[config.mk]
export PLATFORM = sky130hd
export DESIGN_NAME = mlt_cycle_ctrl
export DESIGN_NICKNAME = d
export VERILOG_FILES = /design/src/rtl/mlt_pkg.sv /design/src/rtl/mlt_wait_timer.sv /design/src/rtl/mlt_cycle_ctrl.sv
export SDC_FILE = /design/constraint.sdc
export NUM_CORES = 1
export LEC_CHECK = 0
export BUFFER_PORTS_ARGS = -buffer_cell sky130_fd_sc_hd__buf_2
export CORE_MARGIN = 2
export CORE_UTILIZATION = 24
export DETAILED_ROUTE_END_ITERATION = 7
export GPL_TIMING_DRIVEN = 0
export PLACE_DENSITY_LB_ADDON = 0.25
export SYNTH_ARGS = -nofsm -noshare
export SYNTH_HDL_FRONTEND = slang
export SYNTH_HIERARCHICAL = 1
export SYNTH_SLANG_ARGS = --single-unit
[constraint.sdc]
create_clock -name clk -period 3.61 [get_ports clk]
set_input_delay 0.722 -clock clk [delete_from_list [all_inputs] [get_ports clk]]
set_output_delay 0.722 -clock clk [all_outputs]
set_load 0.01 [all_outputs]
[src/rtl/mlt_pkg.sv]
// Shared definitions for the multicycle RV32I sequencer: opcodes, state encoding,
// datapath mux-select encodings.
package mlt_pkg;

    localparam int unsigned WAIT_CNT_W = 8;

    localparam logic [6:0] OP_R      = 7'b0110011;
    localparam logic [6:0] OP_I      = 7'b0010011;
    localparam logic [6:0] OP_LOAD   = 7'b0000011;
    localparam logic [6:0] OP_STORE  = 7'b0100011;
    localparam logic [6:0] OP_BRANCH = 7'b1100011;
    localparam logic [6:0] OP_JAL    = 7'b1101111;
    localparam logic [6:0] OP_JALR   = 7'b1100111;
    localparam logic [6:0] OP_LUI    = 7'b0110111;
    localparam logic [6:0] OP_AUIPC  = 7'b0010111;

    typedef enum logic [3:0] {
        S_FETCH  = 4'd0,
        S_DECODE = 4'd1,
        S_EXEC_R = 4'd2,
        S_EXEC_I = 4'd3,
        S_LUI    = 4'd4,
        S_AUIPC  = 4'd5,
        S_ALUWB  = 4'd6,
        S_MEMADR = 4'd7,
        S_MEMRD  = 4'd8,
        S_MEMWB  = 4'd9,
        S_MEMWR  = 4'd10,
        S_BRANCH = 4'd11,
        S_JAL    = 4'd12,
        S_JALR   = 4'd13,
        S_ERR    = 4'd15
    } state_e;

    localparam logic [1:0] PC_PLUS4   = 2'd0;
    localparam logic [1:0] PC_TARGET  = 2'd1;
    localparam logic [1:0] PC_JALR    = 2'd2;

    localparam logic [1:0] SRCA_PC    = 2'd0;
    localparam logic [1:0] SRCA_OLDPC = 2'd1;
    localparam logic [1:0] SRCA_RS1   = 2'd2;
    localparam logic [1:0] SRCA_ZERO  = 2'd3;

    localparam logic [1:0] SRCB_RS2   = 2'd0;
    localparam logic [1:0] SRCB_IMM   = 2'd1;
    localparam logic [1:0] SRCB_FOUR  = 2'd2;

    localparam logic [1:0] RES_ALU    = 2'd0;
    localparam logic [1:0] RES_LOAD   = 2'd1;
    localparam logic [1:0] RES_PC4    = 2'd2;

    function automatic logic is_wait_state(state_e s);
        return (s == S_FETCH) || (s == S_MEMRD) || (s == S_MEMWR);
    endfunction

endpackage

[src/rtl/mlt_wait_timer.sv]
// Memory-ack wait counter; flags the last allowed wait cycle so the sequencer can bail out.
module mlt_wait_timer
    import mlt_pkg::*;
#(
    parameter int unsigned MEM_TIMEOUT = 15
) (
    input  logic clk,
    input  logic rst,
    input  logic clr,
    input  logic en,
    output logic timeout
);

    localparam logic [WAIT_CNT_W-1:0] LAST_WAIT = WAIT_CNT_W'(MEM_TIMEOUT - 1);

    logic [WAIT_CNT_W-1:0] cnt_q;

    always_ff @(posedge clk or negedge rst) begin
        if (!rst) begin
            cnt_q <= '0;
        end else if (clr) begin
            cnt_q <= '0;
        end else if (en) begin
            cnt_q <= cnt_q + 1'b1;
        end
    end

    // The cycle in which the count would reach MEM_TIMEOUT is the last one allowed.
    assign timeout = en && (cnt_q == LAST_WAIT);

endmodule

[src/rtl/mlt_cycle_ctrl.sv]
// Main sequencer for the multicycle RV32I datapath: FETCH/DECODE/EXEC/MEM/WB stepping,
// datapath enables/selects and the MREQ/WRITE handshake with active-low acks.
module mlt_cycle_ctrl
    import mlt_pkg::*;
#(
    parameter int unsigned MEM_TIMEOUT = 15
) (
    input  logic       clk,
    input  logic       rst,
    input  logic [6:0] opcode,
    input  logic       br_taken,
    input  logic       ACKI_n,
    input  logic       ACKD_n,
    output logic       ir_write,
    output logic       pc_enable,
    output logic [1:0] pc_src,
    output logic       adr_src,
    output logic [1:0] alu_srca,
    output logic [1:0] alu_srcb,
    output logic [1:0] result_src,
    output logic       reg_write,
    output logic       mreq,
    output logic       write,
    output logic       ill_inst,
    output logic       bus_err,
    output logic [3:0] state
);

    state_e state_q, state_d;
    logic   wait_en, wait_clr, timeout;
    logic   ack_n_sel;

    assign ack_n_sel = (state_q == S_FETCH) ? ACKI_n : ACKD_n;
    assign wait_en   = is_wait_state(state_q) && ack_n_sel;
    assign wait_clr  = (state_d != state_q);

    mlt_wait_timer #(
        .MEM_TIMEOUT(MEM_TIMEOUT)
    ) u_wait_timer (
        .clk    (clk),
        .rst    (rst),
        .clr    (wait_clr),
        .en     (wait_en),
        .timeout(timeout)
    );

    always_ff @(posedge clk or negedge rst) begin
        if (!rst) begin
            state_q <= S_FETCH;
        end else begin
            state_q <= state_d;
        end
    end

    always_comb begin
        state_d = state_q;
        unique case (state_q)
            S_FETCH: begin
                if (!ACKI_n) begin
                    state_d = S_DECODE;
                end else if (timeout) begin
                    state_d = S_ERR;
                end
            end
            S_DECODE: begin
                case (opcode)
                    OP_R:              state_d = S_EXEC_R;
                    OP_I:              state_d = S_EXEC_I;
                    OP_LOAD, OP_STORE: state_d = S_MEMADR;
                    OP_BRANCH:         state_d = S_BRANCH;
                    OP_JAL:            state_d = S_JAL;
                    OP_JALR:           state_d = S_JALR;
                    OP_LUI:            state_d = S_LUI;
                    OP_AUIPC:          state_d = S_AUIPC;
                    default:           state_d = S_FETCH;
                endcase
            end
            S_EXEC_R, S_EXEC_I, S_LUI, S_AUIPC: state_d = S_ALUWB;
            S_MEMADR: state_d = (opcode == OP_STORE) ? S_MEMWR : S_MEMRD;
            S_MEMRD: begin
                if (!ACKD_n) begin
                    state_d = S_MEMWB;
                end else if (timeout) begin
                    state_d = S_ERR;
                end
            end
            S_MEMWR: begin
                if (!ACKD_n) begin
                    state_d = S_FETCH;
                end else if (timeout) begin
                    state_d = S_ERR;
                end
            end
            S_ALUWB, S_MEMWB, S_BRANCH, S_JAL, S_JALR: state_d = S_FETCH;
            S_ERR:   state_d = S_ERR;
            default: state_d = S_FETCH;
        endcase
    end

    // Held in reset, everything is quiet even though the state register sits at S_FETCH.
    always_comb begin
        ir_write   = 1'b0;
        pc_enable  = 1'b0;
        pc_src     = PC_PLUS4;
        adr_src    = 1'b0;
        alu_srca   = SRCA_PC;
        alu_srcb   = SRCB_RS2;
        result_src = RES_ALU;
        reg_write  = 1'b0;
        mreq       = 1'b0;
        write      = 1'b0;
        ill_inst   = 1'b0;
        bus_err    = 1'b0;
        if (rst) begin
            unique case (state_q)
                S_FETCH: begin
                    mreq      = 1'b1;
                    ir_write  = !ACKI_n;
                    pc_enable = !ACKI_n;
                end
                S_DECODE: begin
                    alu_srca = SRCA_OLDPC;
                    alu_srcb = SRCB_IMM;
                    ill_inst = !(opcode inside {OP_R, OP_I, OP_LOAD, OP_STORE, OP_BRANCH,
                                                OP_JAL, OP_JALR, OP_LUI, OP_AUIPC});
                end
                S_EXEC_R: alu_srca = SRCA_RS1;
                S_EXEC_I, S_MEMADR: begin
                    alu_srca = SRCA_RS1;
                    alu_srcb = SRCB_IMM;
                end
                S_LUI: begin
                    alu_srca = SRCA_ZERO;
                    alu_srcb = SRCB_IMM;
                end
                S_AUIPC: begin
                    alu_srca = SRCA_OLDPC;
                    alu_srcb = SRCB_IMM;
                end
                S_ALUWB: reg_write = 1'b1;
                S_MEMRD: begin
                    mreq    = 1'b1;
                    adr_src = 1'b1;
                end
                S_MEMWB: begin
                    reg_write  = 1'b1;
                    result_src = RES_LOAD;
                end
                S_MEMWR: begin
                    mreq    = 1'b1;
                    write   = 1'b1;
                    adr_src = 1'b1;
                end
                S_BRANCH: begin
                    pc_src    = PC_TARGET;
                    pc_enable = br_taken;
                end
                S_JAL: begin
                    pc_src     = PC_TARGET;
                    pc_enable  = 1'b1;
                    reg_write  = 1'b1;
                    result_src = RES_PC4;
                end
                S_JALR: begin
                    alu_srca   = SRCA_RS1;
                    alu_srcb   = SRCB_IMM;
                    pc_src     = PC_JALR;
                    pc_enable  = 1'b1;
                    reg_write  = 1'b1;
                    result_src = RES_PC4;
                end
                S_ERR:   bus_err = 1'b1;
                default: ;
            endcase
        end
    end

    assign state = state_q;

endmodule

==> results.tsv, run 1 <==
stage	metric	value	unit
die	die_y	73.4	µm
drt	drcViolationCount	0	
cts	cts.sinks	12	
hold_path	min_path_type	in2async	
critical_path	worstPathRequired	3.76	ns
layout	insertedDiodeCount	0	
grt	grt_start_max_net_pins	18	
sta	finalHoldViolCount	0	
drt	firstDrtPassIters	4	
yosys	syn_inst	149	
cts	worstSkewPairLatency	0.24	ns
sta	min_period	3.41	ns
sta	hold_ws	0.400	ns
drt	wl_met1	1630	µm
drt	top_layer	met4	
cts	ctsHoldBuffers	0	
critical_path	r2r_setup_slack	0.20	ns
layout	final_layout_size_suffix_gt1_share	30.1	%
cts	numCtsBuffers	3	
yosys	synth_seq_cells	12	
die	die_w	73.4	µm
sta	finClkSkew	0.00306	ns
yosys	ys_types	53	
die	fp-row-count	25	
power	power.leakage	0.626	nW
critical_path	reg2regPathDepth	13	
critical_path	worst_r2r_endpoint	u_wait_timer/cnt_q[1]$_DFFE_PN0P_	
die	die_area	0.00539	mm²
layout	final_area	0.00147	mm²
placed_design	port_buffers	30	
placed_design	globalplace.congestion	0.823	
yosys	synthFlopType	dfrtp_1	
grt	grt_pass1_wl	5510	µm
cts	tritoncts	done	
cts	h-tree-depth	1	
yosys	yosysWarnings	6	
grt	grt_pass1_vias	1136	
grt	grt_overflow	0	
yosys	synth_nets	163	
drt	drt-initial-drc-count	142	
yosys	yosys.area.top_type	dfrtp_1	
placed_design	dpl_cell_area	0.00137	mm²
power	powerDensity	637	mW/mm²
grt	antenna_found_initial	0	
drt	wl_met3	189	µm
critical_path	rr_startpoint	state[3]$_DFF_PN0_	
flow_run	cap_violations	0	
sta	drv_slew	0	
placed_design	dp.final_hpwl	2450	µm
cts	cts_buffer_depth	2	
critical_path	crit_fanout	10	
cts	cts_root_buffer	clkbuf_8	
grt	grt_usage	12.6	%
layout	synthToLayoutAreaGrowth	27.2	%
power	p_total	0.936	mW
sta	fin_crit_sh	94.4	%
sta	setup_viol	0	
cts	path_clk_slew	0.05	ns
placed_design	post-place-ws	-0.497	ns
drt	wl	3440	µm
critical_path	cp-end-kind	flip-flop	
layout	fin_nets	198	
power	max-vdd-ir-drop	0.331	mV
yosys	synthTopCellsByArea	dfrtp_1, nor2_1, a21oi_1	
die	pin_count	32	
yosys	async_flop_share	100	%
die	fp.coreArea	0.00469	mm²
critical_path	arrival	3.55	ns
yosys	yosysTopAreaCellShare	26.0	%
critical_path	startpoint_type	flip-flop	
yosys	post-synth-top-count-cell	nor2_1	
sta	setup_tns	0	ns
drt	vias_per_cell	5.40	
sta	finalWorstSetupSlack	0.203	ns
yosys	avgSynthCellArea	7.76	µm²
drt	wl_met2	1600	µm
yosys	synthesis.area	0.00116	mm²
sta	max_freq	294	MHz
drt	num_vias	1279	
yosys	seq_area_frac_synth	26.0	%
yosys	synth_common_cells	nor2_1, dfrtp_1, nand2_1, a21oi_1	
run_status	status	complete, no violations	
critical_path	critPathKind	reg2reg	
layout	n_fill_cell	524	
drt	ant_nets	0	
die	start_util	24.6	%
yosys	synth_enable_flop_cells	0	
drt	wl_per_cell	14.5	µm
[report_power, final]
group | total, mW | switching (mW) | internal [mW]
combinational | 0.598 | 0.362 | 0.236
sequential | 0.192 | 0.0330 | 0.159
clock | 0.145 | 0.0491 | 0.0963
total | 0.936 | 0.444 | 0.492
[state kept, by name, summed over array words and instances (netlist names)]
register and cells:
state 4, u_wait_timer/cnt_q 8
[logic make-up (layout without fill, tap and decap cells)]
kind of cell	count (synthesis)	after routing	share of synthesized area, %
AOI/OAI and AO/OA	39	39	23.7
xor gates and xnor gates	5	5	3.79
adders and majority gates	2	2	2.16
buffers and inverters	18	52	7.47
DFF	12	12	26.0
muxes	5	5	4.65
other	1	1	0.324
and+or+nand+nor	67	67	31.9
[final cells by class]
class | instances | area, µm² | area share, %
Buffer | 11 | 65.1 | 4.43
Clock buffer | 4 | 55.1 | 3.74
Inverter | 6 | 22.5 | 1.53
Multi-Input combinational cell | 119 | 801 | 54.5
Sequential cell | 12 | 302 | 20.5
Tap cell | 54 | 67.6 | 4.60
Timing Repair Buffer | 31 | 158 | 10.7
[worst max-delay path, cell delays in order (launching register included)]
cell	delay [ns]
dfrtp_2	0.45
buf_2	0.20
or3b_2	0.49
a21oi_4	0.19
buf_6	0.15
nand3_2	0.12
nor3_4	0.22
buf_4	0.16
inv_1	0.05
a221oi_1	0.30
or3_2	0.21
mux2i_1	0.09
or4_4	0.49
a211oi_1	0.19
[worst max path at each step]
stage,to,slack (ns),from
floorplan,u_wait_timer/cnt_q[1]$_DFFE_PN0P_,0.04,ACKI_n
global placement,u_wait_timer/cnt_q[1]$_DFFE_PN0P_,-0.54,ACKI_n
detailed placement,u_wait_timer/cnt_q[1]$_DFFE_PN0P_,-0.50,ACKI_n
CTS,u_wait_timer/cnt_q[1]$_DFFE_PN0P_,0.001,state[3]$_DFF_PN0_
global route,u_wait_timer/cnt_q[1]$_DFFE_PN0P_,-0.006,state[3]$_DFF_PN0_
finish,u_wait_timer/cnt_q[1]$_DFFE_PN0P_,0.20,state[3]$_DFF_PN0_
[layer usage]
layer | vias up | track usage [%]
met5 | - | 0
met1 | 603 | 17.5
met4 | 0 | 1.21
li1 | 626 | -
met3 | 2 | 2.61
met2 | 48 | 21.0
[stage by stage]
step / util, % / std cells
floorplan: - / 149
global placement: 29.3 / 233
detailed placement: 29.3 / 233
CTS: 30.8 / 237
global route: 31.3 / 237
finish: 31.3 / 237
[cells in the final DEF, fill, tap and decap left out, drive strengths merged, types with 2 or more instances in the layout]
master  instances
xnor2           2
dfrtp          12
clkbuf          8
or4b            2
inv             6
nand2b          4
ha              2
mux2i           2
and3            3
nor2           16
nand4           5
o32ai           2
mux2            3
a22oi           2
or3             4
a21oi          10
nor4            4
a211oi          4
buf            38
nor3            3
o21ai           6
nand3           4
nand2          12
nand3b          2
xor2            3
[what timing repair did]
action | in CTS | in global routing
resized for setup | 3 | 7
buffers inserted | 1 | 0
pin swaps | 1 | 1
setup endpoints to repair | 8 | 8
hold endpoints to repair | 0 | 0
(Power assumes the default switching activity.)
==> inputs of run 2 (changes only) <==
--- a/config.mk
+++ b/config.mk
@@ -5,6 +5,7 @@
 export SDC_FILE = /design/constraint.sdc
 export NUM_CORES = 1
 export LEC_CHECK = 0
+export ABC_AREA = 1
 export BUFFER_PORTS_ARGS = -buffer_cell sky130_fd_sc_hd__buf_2
 export CORE_MARGIN = 2
 export CORE_UTILIZATION = 24
==> results.tsv, run 2 <==
stage	metric	value	unit	change
yosys	yosysTopAreaCellShare	25.3	%	-0.71 points
layout	seqCellArea	300	µm²	-0.41%
cts	cts_buffer_depth	2		unchanged
yosys	synthFlopType	dfrtp_1		
yosys	synth_seq_cells	12		unchanged
cts	post_cts_resized	0		-3
layout	multi_input_area	756	µm²	-5.6%
die	fp.coreArea	0.00475	mm²	+1.3%
layout	regMostFlops	u_wait_timer/cnt_q		
critical_path	cpMaxStageDelayCell	dfrtp_1		
critical_path	crit_path_max_incr_delay	0.49	ns	about the same
layout	fin_nets	250		+26%
sta	finalHoldViolCount	0		unchanged
drt	ant_nets	0		unchanged
layout	n_fill_cell	539		+2.9%
cts	cts.sinks	12		unchanged
sta	setup_viol	0		unchanged
yosys	syn_inst	201		+35%
layout	final_area	0.00148	mm²	+0.94%
yosys	yosysWarnings	6		unchanged
yosys	ys_types	25		-53%
power	max-vdd-ir-drop	0.182	mV	-45%
drt	wl	3040	µm	-12%
critical_path	cp-end-kind	flip-flop		
die	die_area	0.00553	mm²	+2.7%
yosys	synth_nets	215		+32%
placed_design	dp.final_hpwl	2410	µm	-1.8%
power	power.leakage	0.802	nW	+28%
sta	drv_slew	0		unchanged
drt	vias_per_cell	4.38		-19%
power	powerDensity	659	mW/mm²	+3.5%
layout	final_common_cell	nand2_1		
run_status	status	complete, no violations		
cts	h-tree-depth	1		unchanged
cts	cts_setup_buffers	0		-1
die	fp-row-count	25		unchanged
critical_path	startpoint_type	flip-flop		
critical_path	crit_fanout	8		-2
flow_run	cap_violations	0		unchanged
layout	insertedDiodeCount	0		unchanged
sta	setup_tns	0	ns	unchanged
cts	numCtsBuffers	3		unchanged
yosys	synthesis.area	0.00119	mm²	+2.8%
sta	slew_headroom	66.9	%	
sta	rsz0062_at_grt	false		
yosys	synthTopCellsByArea	dfrtp_1, nand2_1, nor2_1		
grt	grt_usage	11.6	%	-1.1 points
sta	finClkSkew	0.000489	ns	-0.00257 ns
cts	worstSkewPairLatency	0.24	ns	about the same
cts	cts_root_buffer	clkbuf_8		
critical_path	worstPathRequired	3.74	ns	-0.02 ns
drt	drcViolationCount	0		unchanged
cts	path_clk_slew	0.05	ns	about the same
critical_path	critPathBufInv	3		-1
hold_path	min_path_type	in2async		
critical_path	critPathKind	reg2reg		
cts	tritoncts	done		
die	start_util	25.0	%	+0.36 points
layout	largest_reg_flops	8		unchanged
yosys	yosys.area.top_type	dfrtp_1		
die	die_y	74.4	µm	+1.3%
yosys	post-synth-top-count-cell	nand2_1		
sta	min_period	3.17	ns	-0.238 ns
yosys	seq_area_frac_synth	25.3	%	-0.71 points
yosys	synth_enable_flop_cells	0		unchanged
yosys	synth_common_cells	nand2_1, nor2_1, inv_1, nand3_1, dfrtp_1		
grt	antenna_found_initial	0		unchanged
placed_design	globalplace.congestion	0.850		+3.2%
grt	grt_start_max_net_pins	15		-3
yosys	async_flop_share	100	%	unchanged
drt	firstDrtPassIters	4		unchanged
placed_design	dpl_cell_area	0.00142	mm²	+3.6%
sta	worst_slew_pin_slew	0.492	ns	
placed_design	port_buffers	30		unchanged
sta	max_freq	316	MHz	+7.5%
layout	mostFrequentLayoutCells	nand2_1, nor2_1, buf_2		
drt	drt-initial-drc-count	67		-53%
layout	final_layout_size_suffix_gt1_share	23.4	%	-6.7 points
critical_path	crit_chain	nor2_1 -> nand3_1 -> nand2_1 -> buf_6 -> nand3_1 -> nor4_2 -> o21ai_0 -> nor2_1 -> nor2_1 -> nand3_1 -> nand2_1 -> a21oi_1 -> nand3_1 -> inv_2 -> nand2_2 -> nand4_1 -> nand2_1 -> inv_1 -> nor2_1		
drt	num_vias	1322		+3.4%
sta	fin_crit_sh	87.8	%	-6.6 points
drt	wl_per_cell	10.1	µm	-31%
die	pin_count	32		unchanged
layout	synthToLayoutAreaGrowth	24.8	%	
grt	grt_pass1_wl	5060	µm	-8.2%
critical_path	arrival	3.30	ns	-0.25 ns
critical_path	critical-path-top-delay-family	simple AND/OR/NAND/NOR gates		
die	die_w	74.4	µm	+1.3%
grt	grt_pass1_vias	1153		+1.5%
grt	grt_overflow	0		unchanged
cts	ctsHoldBuffers	0		unchanged
yosys	avgSynthCellArea	5.91	µm²	-24%
-- run 2: cells by family (layout without fill, tap and decap cells) --
group | Yosys count | after routing | share of synthesized area, %
simple gates | 134 | 134 | 51.3
compound gates | 20 | 20 | 9.37
other cells | 1 | 1 | 0.315
fa+ha+maj | 2 | 2 | 2.10
buf+inv | 32 | 66 | 11.7
flops | 12 | 12 | 25.3
-- run 2: path summary, 6_finish.rpt --
| kind | start | end | slack, ns | depth (start not counted) |
|---|---|---|---|---|
| worst max register to register | state[2]$_DFF_PN0_ | u_wait_timer/cnt_q[6]$_DFFE_PN0P_ | 0.44 | 19 |
| min in group clk | u_wait_timer/cnt_q[3]$_DFFE_PN0P_ | u_wait_timer/cnt_q[3]$_DFFE_PN0P_ | 0.50 | 1 |
| max in group asynchronous | rst | state[0]$_DFF_PN0_ | 2.97 | 1 |
| worst max-delay path | state[2]$_DFF_PN0_ | u_wait_timer/cnt_q[6]$_DFFE_PN0P_ | 0.44 | 19 |
| worst min-delay path | rst | u_wait_timer/cnt_q[7]$_DFFE_PN0P_ | 0.38 | 1 |
| worst min register to register | u_wait_timer/cnt_q[3]$_DFFE_PN0P_ | u_wait_timer/cnt_q[3]$_DFFE_PN0P_ | 0.50 | 1 |
-- run 2: metal layers --
metal	part of all wire, %	up-vias	track usage (%)
met5	0	-	0
li1	-	701	-
met4	0.86	0	2.38
met3	2.8	2	2.30
met1	49	602	16.2
met2	48	17	18.5
-- run 2: cell type report --
| cell class | instances | share of cell area, % |
|---|---|---|
| buffer | 4 | 2.28 |
| sequential | 12 | 20.2 |
| tap | 67 | 5.65 |
| timing repair buffer | 30 | 10.1 |
| multi-input combinational | 157 | 50.9 |
| inverter | 28 | 7.08 |
| clock buffer | 4 | 3.71 |
-- run 2: metrics by stage --
stage	hold slack [ns]	total power [mW]	std cells	worst slack [ns]	utilization, %
final	0.383	0.977	302	0.442	31.2
after global placement	0.482	0.839	298	0.277	29.9
after CTS	0.386	0.988	302	0.208	31.1
after detailed placement	0.485	0.836	298	0.231	29.9
after global routing	0.393	1.07	302	0.0429	31.2
after floorplan	0.426	0.671	201	0.824	-
-- run 2: where the power goes --
part,switching [mW],total (mW),internal [mW]
clock,0.0475,0.144,0.0962
combinational,0.409,0.626,0.216
sequential,0.0464,0.208,0.162
==> inputs of run 3 (changes only) <==
--- a/config.mk
+++ b/config.mk
@@ -7,8 +7,10 @@
 export LEC_CHECK = 0
 export ABC_AREA = 1
 export BUFFER_PORTS_ARGS = -buffer_cell sky130_fd_sc_hd__buf_2
+export CELL_PAD_IN_SITES_DETAIL_PLACEMENT = 1
+export CELL_PAD_IN_SITES_GLOBAL_PLACEMENT = 1
 export CORE_MARGIN = 2
-export CORE_UTILIZATION = 24
+export CORE_UTILIZATION = 31
 export DETAILED_ROUTE_END_ITERATION = 7
 export GPL_TIMING_DRIVEN = 0
 export PLACE_DENSITY_LB_ADDON = 0.25
==> results.tsv, run 3 (same netlist as run 2, synthesis figures left out) <==
stage	metric	value	unit	change
run_status	status	complete, no violations		
power	power.leakage	0.795	nW	-0.90%
critical_path	critPathKind	reg2reg		
grt	grt_overflow	0		unchanged
placed_design	dp.final_hpwl	2690	µm	+12%
critical_path	crit_path_max_incr_delay	0.47	ns	-0.02 ns
critical_path	critPathBufInv	3		unchanged
placed_design	post-place-ws	0.251	ns	+0.0206 ns
sta	min_period	3.13	ns	-0.0368 ns
layout	final_cells	282		-6.6%
hold_path	min_path_type	in2async		
die	die_w	65.9	µm	-11%
critical_path	critical-path-top-delay-family	simple AND/OR/NAND/NOR gates		
sta	setup_tns	0	ns	unchanged
layout	postLayoutCoreUtil	39.5	%	+8.3 points
sta	max_freq	319	MHz	+1.2%
die	fp.coreArea	0.00366	mm²	-23%
layout	largest_reg_flops	8		unchanged
cts	cts.sinks	12		unchanged
cts	tritoncts	done		
sta	rsz0062_at_grt	false		
critical_path	arrival	3.27	ns	-0.03 ns
drt	wl_per_cell	12.0	µm	+19%
sta	fin_crit_sh	86.8	%	-1.0 points
sta	finalWorstSetupSlack	0.478	ns	+0.0368 ns
layout	fin_nets	250		unchanged
drt	num_vias	1323		+0.076%
sta	drv_slew	0		unchanged
drt	drt-initial-drc-count	45		-33%
drt	firstDrtPassIters	4		unchanged
layout	mostFrequentLayoutCells	nand2_1, nor2_1, buf_2		
power	max-vdd-ir-drop	0.258	mV	+42%
cts	h-tree-depth	1		unchanged
cts	cts_buffer_depth	2		unchanged
drt	vias_per_cell	4.69		+7.2%
layout	final_layout_size_suffix_gt1_share	23.1	%	-0.33 points
grt	grt_pass1_vias	1205		+4.5%
critical_path	startpoint_type	flip-flop		
layout	regMostFlops	u_wait_timer/cnt_q		
sta	setup_viol	0		unchanged
die	start_util	32.5	%	+7.5 points
drt	drcViolationCount	0		unchanged
cts	cts_root_buffer	clkbuf_8		
critical_path	cp-end-kind	flip-flop		
die	fp-row-count	22		-12%
cts	path_clk_slew	0.06	ns	about the same
placed_design	port_buffers	30		unchanged
layout	synthToLayoutAreaGrowth	21.7	%	
layout	insertedDiodeCount	0		unchanged
sta	finalHoldViolCount	0		unchanged
drt	ant_nets	0		unchanged
placed_design	globalplace.congestion	0.785		-7.6%
layout	final_common_cell	nand2_1		
critical_path	cpMaxStageDelayCell	dfrtp_1		
grt	antenna_found_initial	0		unchanged
power	p_total	0.973	mW	-0.48%
die	pin_count	32		unchanged
critical_path	r2r_setup_slack	0.48	ns	+0.04 ns
die	die_y	65.9	µm	-11%
flow_run	cap_violations	0		unchanged
grt	grt_start_max_net_pins	15		unchanged
drt	wl	3380	µm	+11%
critical_path	crit_fanout	8		unchanged
power	powerDensity	672	mW/mm²	+2.1%
placed_design	dp.cells	279		-6.4%
cts	ctsHoldBuffers	0		unchanged
cts	numCtsBuffers	3		unchanged
sta	finClkSkew	0.00597	ns	+0.00548 ns
critical_path	worstPathRequired	3.75	ns	about the same
grt	grt_usage	16.2	%	+4.7 points
cts	worstSkewPairLatency	0.24	ns	about the same
grt	grt_pass1_wl	5530	µm	+9.3%
critical_path	crit_chain	nor2_1 -> nand3_1 -> nand2_1 -> buf_6 -> nand3_1 -> nor4_2 -> o21ai_0 -> nor2_1 -> nor2_1 -> nand3_1 -> nand2_1 -> a21oi_1 -> nand3_1 -> inv_2 -> nand2_2 -> nand4_1 -> nand2_1 -> inv_1 -> nor2_1		
die	die_area	0.00435	mm²	-21%
-- run 3: changes by cell type in the layout (fill, tap and decap cells not counted), sizes merged --
cell / before / now
clkbuf: 5 / 4
-- run 3: worst paths after layout --
check,start,endpoint,cells after the start
max in group asynchronous,rst,state[1]$_DFF_PN0_,1
hold reg to reg,u_wait_timer/cnt_q[3]$_DFFE_PN0P_,u_wait_timer/cnt_q[3]$_DFFE_PN0P_,1
setup / recovery,state[2]$_DFF_PN0_,u_wait_timer/cnt_q[6]$_DFFE_PN0P_,19
min in group clk,u_wait_timer/cnt_q[3]$_DFFE_PN0P_,u_wait_timer/cnt_q[3]$_DFFE_PN0P_,1
setup reg to reg,state[2]$_DFF_PN0_,u_wait_timer/cnt_q[6]$_DFFE_PN0P_,19
hold / removal,rst,u_wait_timer/cnt_q[0]$_DFFE_PN0P_,1
-- run 3: worst reg2reg max path, delay by kind of cell (launching register included) --
family	cells	cell delay (ns)
AND/OR/NAND/NOR	14	1.89
AO/OA/AOI/OAI	2	0.28
flip-flops	1	0.47
buffers and inverters	3	0.41
-- run 3: timing repair --
item                                    CTS  global route
buffers inserted                          0             0
endpoints found under the setup margin    0             5
gates resized for setup                   0             1
-- run 3: through the flow --
step | hold slack (ns) | area [µm²]
final | 0.384 | 1450
after global routing | 0.415 | 1450
after CTS | 0.403 | 1440
after detailed placement | 0.493 | 1400
after global placement | 0.490 | 1400
after floorplan | 0.426 | 1190
-- run 3: where the power goes --
group          leakage [nW]  switching [mW]  internal, mW
clock network        0.0216          0.0508        0.0736
logic                 0.611           0.422         0.216
registers             0.163          0.0484         0.162
total                 0.795           0.521         0.452
-- run 3: routing by layer --
metal  up-vias  global-route usage, %  routed length, µm
met4         0                   3.91                 17
met3         2                   2.04                101
li1        704                      -                  -
met2        19                   24.7               1490
met1       598                   24.0               1770
met5         -                      0                  0
-- run 3: layout make-up --
type	count	area (µm²)
plain buffers	4	33.8
clock buffers	3	41.3
fillers	524	2210
inverters	28	105
multi-input cells	157	756
flip-flops and latches	12	300
well taps	48	60.1
repair buffers	30	150
